File: config.mk
export PLATFORM = sky130hd
export DESIGN_NAME = vga_range_ctrl
export DESIGN_NICKNAME = d
export VERILOG_FILES = /design/src/rtl/vga_range_ctrl.sv
export SDC_FILE = /design/constraint.sdc
export NUM_CORES = 1
export LEC_CHECK = 0
export ABC_AREA = 1
export CAP_MARGIN = 40
export CORE_MARGIN = 4
export CORE_UTILIZATION = 50
export DETAILED_ROUTE_END_ITERATION = 7
export GPL_ROUTABILITY_DRIVEN = 1
export HOLD_SLACK_MARGIN = 0.05
export PLACE_DENSITY = 0.76
export SKIP_CTS_REPAIR_TIMING = 1
export SYNTH_ARGS = -nofsm -noshare
export SYNTH_HDL_FRONTEND = slang
export SYNTH_SLANG_ARGS = --single-unit
File: constraint.sdc
create_clock -name clk -period 2.55 [get_ports clk]
set_input_delay 0.765 -clock clk [delete_from_list [all_inputs] [get_ports clk]]
set_output_delay 0.765 -clock clk [all_outputs]
set_load 0.05 [all_outputs]
File: src/rtl/vga_range_ctrl.sv
// vga_range_ctrl: automatic / manual gain ranging for a variable-gain amplifier.
// It takes the peak of four channel amplitudes and steps the 5-bit gain code
// down when the peak is above UPPER_TH and up when it is below LOWER_TH. After
// each gain load the block waits SETTLE_CYCLES clocks before it accepts
// another measurement.
// Optional feature: define VGA_HOLDOFF_EN to require HOLDOFF consecutive
// under-threshold evaluations before an up-step is taken.
module vga_range_ctrl #(
  parameter logic [15:0] UPPER_TH      = 16'd20000,
  parameter logic [15:0] LOWER_TH      = 16'd5000,
  parameter logic [2:0]  STEP          = 3'd3,
  parameter logic [15:0] SETTLE_CYCLES = 16'd1000,
  parameter logic [4:0]  GAIN_INIT     = 5'd16,
  parameter logic [3:0]  HOLDOFF       = 4'd4
) (
  input  logic        clk,
  input  logic        rst,
  input  logic        auto_enable,
  input  logic        ready,
  input  logic [4:0]  vga_manual,
  input  logic [15:0] signal_max_a,
  input  logic [15:0] signal_max_b,
  input  logic [15:0] signal_max_c,
  input  logic [15:0] signal_max_d,
  output logic [4:0]  vga_out,
  output logic        vga_load,
  output logic        busy,
  output logic        over_range,
  output logic        under_range
);

  typedef enum logic [1:0] {IDLE, EVAL, LOAD, SETTLE} state_t;

  state_t      state_q, state_d;
  logic [4:0]  gain_q, gain_d;
  logic [4:0]  next_q, next_d;
  logic [15:0] peak_q, peak_d;
  logic [15:0] cnt_q, cnt_d;
  logic        over_q, over_d;
  logic        under_q, under_d;

  logic [15:0] max_ab, max_cd, max_all;
  logic [5:0]  gain_ext, step_ext, up_sum, down_diff;
  logic [4:0]  up_gain, down_gain, eval_gain;
  logic        peak_hi, peak_lo;

  // Four-way maximum of the channel amplitudes.
  assign max_ab  = (signal_max_a > signal_max_b) ? signal_max_a : signal_max_b;
  assign max_cd  = (signal_max_c > signal_max_d) ? signal_max_c : signal_max_d;
  assign max_all = (max_ab > max_cd) ? max_ab : max_cd;

  // Step arithmetic is carried out in 6 bits so that a clamp can never wrap
  // around (for example 30+3 must give 31, not 1).
  assign gain_ext  = {1'b0, gain_q};
  assign step_ext  = {3'b000, STEP};
  assign up_sum    = gain_ext + step_ext;
  assign down_diff = gain_ext - step_ext;
  assign up_gain   = (up_sum > 6'd31) ? 5'd31 : up_sum[4:0];
  assign down_gain = (gain_ext < step_ext) ? 5'd0 : down_diff[4:0];

  // Equality with either threshold counts as in band.
  assign peak_hi = (peak_q > UPPER_TH);
  assign peak_lo = (peak_q < LOWER_TH);

`ifdef VGA_HOLDOFF_EN
  logic [3:0] run_q, run_d;
  logic       up_allow;

  // An up-step is allowed on the HOLDOFF-th consecutive low evaluation.
  assign up_allow = (({1'b0, run_q} + 5'd1) >= {1'b0, HOLDOFF});

  // Run counter of consecutive under-threshold evaluations.
  always_ff @(posedge clk or posedge rst) begin
    if (rst) run_q <= '0;
    else     run_q <= run_d;
  end
`endif

  // Gain proposed by the current evaluation (equal to gain_q means hold).
  always_comb begin
    eval_gain = gain_q;
`ifdef VGA_HOLDOFF_EN
    run_d = run_q;
    if (state_q == EVAL) begin
      run_d = '0;
      if (peak_hi) begin
        eval_gain = down_gain;
      end else if (peak_lo) begin
        if (up_allow) eval_gain = up_gain;
        else          run_d     = run_q + 4'd1;
      end
    end else if (state_q == LOAD) begin
      run_d = '0;
    end
`else
    if (peak_hi)      eval_gain = down_gain;
    else if (peak_lo) eval_gain = up_gain;
`endif
  end

  // State, gain, peak and flag registers.
  always_ff @(posedge clk or posedge rst) begin
    if (rst) begin
      state_q <= IDLE;
      gain_q  <= GAIN_INIT;
      next_q  <= GAIN_INIT;
      peak_q  <= '0;
      cnt_q   <= '0;
      over_q  <= 1'b0;
      under_q <= 1'b0;
    end else begin
      state_q <= state_d;
      gain_q  <= gain_d;
      next_q  <= next_d;
      peak_q  <= peak_d;
      cnt_q   <= cnt_d;
      over_q  <= over_d;
      under_q <= under_d;
    end
  end

  // Next-state logic. ready outside IDLE is simply not looked at, so it is
  // dropped; auto_enable is only sampled in IDLE, so a mode change never
  // aborts a sequence that is already running.
  always_comb begin
    state_d = state_q;
    gain_d  = gain_q;
    next_d  = next_q;
    peak_d  = peak_q;
    cnt_d   = cnt_q;
    over_d  = over_q;
    under_d = under_q;
    case (state_q)
      IDLE: begin
        if (auto_enable) begin
          if (ready) begin
            peak_d  = max_all;
            state_d = EVAL;
          end
        end else if (vga_manual != gain_q) begin
          next_d  = vga_manual;
          state_d = LOAD;
        end
      end
      EVAL: begin
        over_d  = peak_hi && (gain_q == 5'd0);
        under_d = peak_lo && (gain_q == 5'd31);
        if (eval_gain != gain_q) begin
          next_d  = eval_gain;
          state_d = LOAD;
        end else begin
          state_d = IDLE;
        end
      end
      LOAD: begin
        gain_d  = next_q;
        cnt_d   = SETTLE_CYCLES - 16'd1;
        state_d = SETTLE;
      end
      SETTLE: begin
        if (cnt_q == 16'd0) state_d = IDLE;
        else                cnt_d   = cnt_q - 16'd1;
      end
      default: state_d = IDLE;
    endcase
  end

  assign vga_out     = gain_q;
  assign vga_load    = (state_q == LOAD);
  assign busy        = (state_q != IDLE);
  assign over_range  = over_q;
  assign under_range = under_q;

endmodule

==> results.md, run 1 <==
* Total wirelength of the detailed-routed design at roughly 23000 um
* Worst path buffer plus inverter count at 6
* Critical path required time at around 2.7 ns
* H-tree depth at 2
* Final number of hold-violating endpoints at 0
* Cell at the root of the clock tree: clkbuf_8
* I/O Buffers at between 80 and 90
* Timing-limited maximum frequency at between 0.2 and 0.25 GHz
* Final Worst Setup Slack at -1.53 ns
* HPWL after detailed placement at between 10000 and 15000 um
* Drt pass-1 iters at 7
* Least-Margin Pin Slew at 0.563 ns
* Crit. End Element: register
* Initial core utilization at approximately 52%
* Violated checks: negative setup slack
* Leftover overflow at the end of global routing at 0
* Die outline area at roughly 11000 sq um
* Worst Min Path Start: next_q[4]$_DFFE_PP1P_
* Most used flip-flop cell after synthesis: dfrtp_1
* Most frequently used cell type in the post-synthesis netlist: nand2_1
* Total Nets Final at about 1100
* Row cnt at 35
* Leakage at 4.32 nW
* DRC violations left at 0
* Via count at between 6000 and 7000
* Clock tree from TritonCTS: built
* Setup repair after global routing missed its margin: true
* Critical Path Fanout Max at 8
* Routability cong. at about 0.9
* Max-slew violations at 0
* CP max-delay cell: ha_1
* Max Cap Viol at 0
* Initial antenna violation count at 2
* Signed area change from the synthesized netlist to the final layout at 71.2%
* Post-Syn Instances at 693
* Ranking of synthesized cells by area: dfrtp_1, ha_1, nand2_1
* Combined area of the multi-input logic cells at roughly 4100 sq um
* Final setup viols at 16
* DIE WIDTH at about 110 um
* Cell repeated most along the worst path: nand2_1
* Yosys Warn Count at 0
* Layout Utilization at approximately 89%
* Mean area per synthesized cell at 6.93 sq um
* # IOs at a little over 80
* Global-route usage over all layers at between 20% and 30%
* Area used by sequential logic in the layout at 1150 sq um
* Library cell with the largest summed area after synthesis: dfrtp_1
* Final ANT Viol Nets at 0
* Wire length of the first global-routing pass at around 25000 um
* Pin count of the biggest net entering global routing at 33
* Y dimension of the die at approximately 110 um
* Instance area after placement at approximately 6900 sq um
* Time the worst path needs with I/O delays and setup at 4.08 ns
* Synthesized area at 4810 sq um
* Number of global-route vias before repair at approximately 5600
* Signal arrival time at the worst endpoint at between 4 and 5 ns
* Total non-filler cell area in the finished layout at roughly 8200 sq um
* Power Dens Cells at a little under 700 nW/um^2
* Cell Count Post-Placement at 1031
* Filler Cell Count at approximately 410
* Largest buffer count on any clock path at 2
* Ratio of routed vias to standard cells at approximately 6.2
* FF+latch count, synth at 46
* Library cells used by synthesis at 50
* Maximum single-stage delay on the critical path at 0.29 ns
* Clock insertion delay at the later pin of the skew report at ~0.33 ns
* Net count of the mapped netlist at 818
* Share of the clock period used by the worst path at 160%
* VDD IR max at 0.539 mV
* Sequential element share of the synthesized area at 24.0%
* Worst setup path start: signal_max_d[6]
* Core footprint at between 9000 and 10000 sq um
* Post-Route Skew at 0.0157 ns
* Worst hold-check slack at between 0.4 and 0.5 ns
* Slew margin rel. at roughly 62%
* Post-synth EDFFs at 0
* Top post-synthesis cells by count: nand2_1, nand3_1, inv_1
* Clock-pin slew on the worst setup and hold paths at roughly 0.10 ns
* Hold Path Class: reg -> reg
* Count of placed standard cells in the final layout, fillers left out at around 1100
* CTS buffer count at 5
* Area share of the largest cell type after synthesis at a little under a quarter
* Worst flop-to-flop path startpoint: vga_out[0]$_DFFE_PP0P_
* Iteration-0 DRC count of the detailed router at 790
* Result of the run: finished with violations
* Kind of start point of the critical path: input port
* Start-to-end type of the worst setup path: in -> reg
* Delay-heaviest family, CP: simple AND/OR/NAND/NOR gates
* Average detailed-routed wire length per instance at around 22 um
* Fraction of layout cells with a size suffix above 1 at between 40% and 50%
* Proportion of synthesized flip-flops having asynchronous set or reset at 100%
* Worst setup slack after placement at -1.82 ns
* Sink count of the clock tree at 46
==> cell usage in the layout, fill, tap and decap left out, types with 5 or more instances in the layout <==
master / instances
inv_2: 16
nand2_2: 39
a21oi_1: 23
nand2_4: 19
ha_1: 17
and2_1: 10
nor2_2: 10
nand3_2: 42
nand3_1: 74
o21ai_0: 29
buf_6: 7
nor2_1: 43
nand3_4: 9
clkbuf_8: 5
inv_1: 61
buf_12: 7
a21oi_2: 9
buf_4: 147
o21ai_1: 7
ha_4: 33
nand4_1: 7
clkdlybuf4s50_1: 16
nand2_1: 126
dlymetal6s2s_1: 59
dfrtp_1: 44
and2_4: 6
==> stage by stage <==
stage / setup TNS (ns) / power, mW
3_5_place_dp: -28.68 / 4.35
4_1_cts: -23.59 / 4.85
5_1_grt: -25.04 / 5.91
2_1_floorplan: -14.81 / 3.32
3_3_place_gp: -26.46 / 4.23
6_report: -23.38 / 5.59
==> worst reg2reg max path: stages (launching register included) <==
cell and delay (ns):
dfrtp_1 0.52, buf_4 0.21, inv_1 0.11, ha_1 0.32
inv_1 0.05, nor2_2 0.12, inv_1 0.05, nand3_1 0.09
nand3_2 0.09, nand3_2 0.07, nand2_2 0.08, nor2_4 0.12
nand2_4 0.09, nand2_4 0.09, nand2_1 0.07, nand2_1 0.06
==> registers in the layout, indices dropped and copies added (netlist names) <==
signal and count:
cnt_q 16, peak_q 16, next_q 5, vga_out 5, state_q 2, over_range 1, under_range 1
==> layout make-up <==
class	count	share of cell area, %
clock inverter	3	0.304
timing repair inverter	1	0.106
sequential	46	14.0
clock buffer	5	0.837
antenna	1	0.0304
inverter	85	4.30
tap	129	1.96
timing repair buffer	241	28.0
multi-input combinational	550	50.4
==> per-layer routing <==
layer | track usage [%] | share of wire [%]
met4 | 10.5 | 11
met5 | 0 | 0.056
met1 | 31.6 | 34
met3 | 3.40 | 8.8
met2 | 47.4 | 46
==> power by group <==
group / switching [mW] / internal, mW
clock network: 0.306 / 0.199
registers: 0.258 / 0.984
logic: 2.38 / 1.47
total: 2.94 / 2.65
==> final timing paths <==
check / end / slack, ns / cells past startpoint
max: peak_q[3]$_DFFE_PP0P_ / -1.53 / 26
min: next_q[4]$_DFFE_PP1P_ / 0.49 / 2
max reg2reg: next_q[3]$_DFFE_PP0P_ / 0.36 / 15
min reg2reg: next_q[4]$_DFFE_PP1P_ / 0.49 / 2
max in group asynchronous: vga_out[4]$_DFFE_PP1P_ / 1.23 / 3
min in group asynchronous: cnt_q[1]$_DFFE_PP0P_ / 0.73 / 2
==> logic make-up (layout without fill, tap and decap cells) <==
kind of cell | count (synthesis) | after routing | synth area share, %
AO/OA/AOI/OAI | 88 | 88 | 10.4
other | 0 | 1 | 0
buffers and inverters | 98 | 335 | 8.83
adder cells (fa/ha/maj) | 52 | 52 | 13.5
AND/OR/NAND/NOR | 405 | 406 | 42.5
XOR/XNOR | 4 | 4 | 0.729
flip-flops | 46 | 46 | 24.0
Power figures use the tool's default switching activity.
==> run 2, diff against run 1 <==
ABC_AREA = 0   (was 1)
==> results.md, run 2 <==
* Result of the run: finished with violations
* Violated checks: negative setup slack
* FF+latch count, synth at 46
* # IOs at 82
* Top post-synthesis cells by count: ha_1, nand2_1, inv_1
* Cell Count Post-Placement at 868
* Worst path buffer plus inverter count at 4
* Crit. End Element: register
* Ratio of routed vias to standard cells at between 6 and 7
* HPWL after detailed placement at about 11000 um
* Kind of start point of the critical path: input port
* Filler Cell Count at approximately 400
* Leftover overflow at the end of global routing at 0
* Net count of the mapped netlist at 698
* Setup repair after global routing missed its margin: true
* Count of placed standard cells in the final layout, fillers left out at 903
* WP depth at 18
* Final setup viols at 16
* Critical Path Fanout Max at 6
* Area share of the largest cell type after synthesis at a little under a quarter
* Clock tree from TritonCTS: built
* Drt pass-1 iters at 7
* Timing-limited maximum frequency at 0.233 GHz
* H-tree depth at 2
* Time the worst path needs with I/O delays and setup at ~4.3 ns
* Wire length of the first global-routing pass at between 20000 and 25000 um
* Final Worst Setup Slack at -1.74 ns
* Average detailed-routed wire length per instance at between 20 and 25 um
* Delay-heaviest family, CP: compound AO/OA/AOI/OAI gates
* DIE WIDTH at between 100 and 150 um
* Initial core utilization at slightly above 50%
* Post-Route Skew at about 0.0095 ns
* Destination of the worst register-to-register timing path: next_q[2]$_DFFE_PP0P_
* Worst setup endpoint: peak_q[14]$_DFFE_PP0P_
* Power Dens Cells at 306 nW/um^2
* Post-Syn Instances at between 500 and 600
* Worst setup slack after placement at -2.36 ns
* Largest buffer count on any clock path at 2
* Leakage at approximately 3.8 nW
* Most used flip-flop cell after synthesis: dfrtp_1
* Yosys Warn Count at 0
* Highest-count cells in the layout ignoring fill and taps: buf_4, dlymetal6s2s_1, nand2_1, dfrtp_1, nor2_1
* Sink count of the clock tree at between 40 and 50
* Critical path required time at around 2.8 ns
* Total Nets Final at 916
* Row cnt at 35
* Max Cap Viol at 0
* Via count at 6101
* Core footprint at around 9200 sq um
* Signed area change from the synthesized netlist to the final layout at 71.3%
* Most common cell after layout, fill and taps aside: buf_4
* Clock-pin slew on the worst setup and hold paths at 0.10 ns
* Fraction of layout cells with a size suffix above 1 at 41.0%
* Worst setup path start: signal_max_b[9]
* Worst r2r path cells at 7
* Total wirelength of the detailed-routed design at approximately 21000 um
* Proportion of synthesized flip-flops having asynchronous set or reset at between 90% and 100%
* Cell at the root of the clock tree: clkbuf_8
* Share of the clock period used by the worst path at 168%
* Routability cong. at 0.918
* Post-synth EDFFs at 0
* Synthesized area at roughly 4700 sq um
* Ranking of synthesized cells by area: dfrtp_1, ha_1, o21ai_0
* Slew margin rel. at about 55%
* Largest regs: cnt_q x16, peak_q x16
* Hold Path Class: reg -> reg
* CTS buffer count at 5
* Start-to-end type of the worst setup path: in -> reg
* Final ANT Viol Nets at 0
* Y dimension of the die at 105 um
* Sequential element share of the synthesized area at 24.7%
* Diodes inserted at 0
* VDD IR max at approximately 0.28 mV
* Die outline area at between 10000 and 15000 sq um
* I/O Buffers at ~80
* Library cells used by synthesis at 63
* Number of global-route vias before repair at a little over 5000
* Pin count of the biggest net entering global routing at 47
* Critical path, cell by cell: buf_8 > inv_4 > ha_4 > a211oi_2 > o21ai_1 > a221o_2 > buf_4 > or3_1 > o211a_1 > ha_1 > nand4_1 > a21oi_2 > o32ai_2 > a31o_4 > nor2_4 > clkbuf_16 > o2111ai_2 > o211ai_1
* Mean area per synthesized cell at about 8.1 sq um
* Worst flop-to-flop path startpoint: peak_q[10]$_DFFE_PP0P_
* Most frequently used cell type in the post-synthesis netlist: ha_1
* Reg2Reg Setup Slack at approximately 0.02 ns
* Global-route usage over all layers at 25.1%
* Worst Min Path Start: next_q[4]$_DFFE_PP1P_
* Library cell with the largest summed area after synthesis: dfrtp_1
* Least-Margin Pin Slew at roughly 0.67 ns
* Final number of hold-violating endpoints at 0
* Maximum single-stage delay on the critical path at between 0.4 and 0.5 ns
* DRC violations left at 0
* Initial antenna violation count at 0
* Signal arrival time at the worst endpoint at 4.53 ns
* Max-slew violations at 0
* CP max-delay cell: a221o_2
* Iteration-0 DRC count of the detailed router at around 710
* Clock insertion delay at the later pin of the skew report at between 0.3 and 0.4 ns
[run 2: worst min-delay path by stage]
stage                              to  slack (ns)  cells past startpoint
3_5_place_dp   vga_out[2]$_DFFE_PP0P_        0.47                      2
4_1_cts        vga_out[4]$_DFFE_PP1P_        0.49                      2
3_3_place_gp   vga_out[2]$_DFFE_PP0P_        0.46                      2
2_1_floorplan  vga_out[2]$_DFFE_PP0P_        0.44                      2
6_report       vga_out[4]$_DFFE_PP1P_        0.49                      2
5_1_grt        vga_out[4]$_DFFE_PP1P_        0.53                      2
[run 2: tightest hold or removal path: stages (launching register included)]
cell,delay (ns)
dfstp_2,0.38
nand2_1,0.04
o21ai_0,0.06
[run 2: layout make-up]
cell class / count / area (sq um) / area share, %
clock inverters: 3 / 21.3 / 0.266
clock buffers: 5 / 68.8 / 0.860
repair buffers: 234 / 2200 / 27.5
multi-input cells: 454 / 4200 / 52.5
inverters: 50 / 213 / 2.66
well taps: 111 / 139 / 1.74
flip-flops and latches: 46 / 1160 / 14.5
[run 2: per-layer routing]
metal,GRT usage (%),part of all wire (%)
met4,8.06,8.6
met1,28.3,34
met3,3.46,9.2
met2,48.2,48
met5,0,0
[run 2: kinds of logic (layout without fill, tap and decap cells)]
kind of cell | Yosys count | after routing | share of synthesized area [%]
AOI/OAI and AO/OA | 171 | 173 | 26.6
xor gates and xnor gates | 16 | 16 | 3.00
adders and majority gates | 52 | 52 | 13.9
buffers and inverters | 75 | 292 | 6.35
DFF | 46 | 46 | 24.7
muxes | 20 | 20 | 4.61
and+or+nand+nor | 193 | 193 | 20.8
[run 2: stage by stage]
| step | util [%] | hold slack [ns] | total power, mW | TNS, ns | instance area, sq um |
|---|---|---|---|---|---|
| after floorplan | - | 0.439 | 1.13 | -20.43 | 4880 |
| after global placement | 72.9 | 0.459 | 1.52 | -36.22 | 6670 |
| after detailed placement | 72.9 | 0.471 | 1.55 | -37.40 | 6670 |
| after CTS | 73.8 | 0.491 | 2.02 | -32.83 | 6760 |
| after global routing | 87.4 | 0.528 | 2.53 | -27.50 | 8000 |
| final | 87.4 | 0.488 | 2.45 | -25.79 | 8000 |
[run 2: where the power goes]
part | internal [mW] | leakage, nW | switching, mW
clock network | 0.194 | 0.0441 | 0.300
registers | 0.729 | 0.575 | 0
logic | 0.635 | 3.21 | 0.590
total | 1.56 | 3.83 | 0.890
==> run 3, diff against run 2 <==
CTS_CLUSTER_SIZE = 24   (was unset)
==> results of run 3 <==
The final DEF is identical to that of run 2; final timing and power are the same.
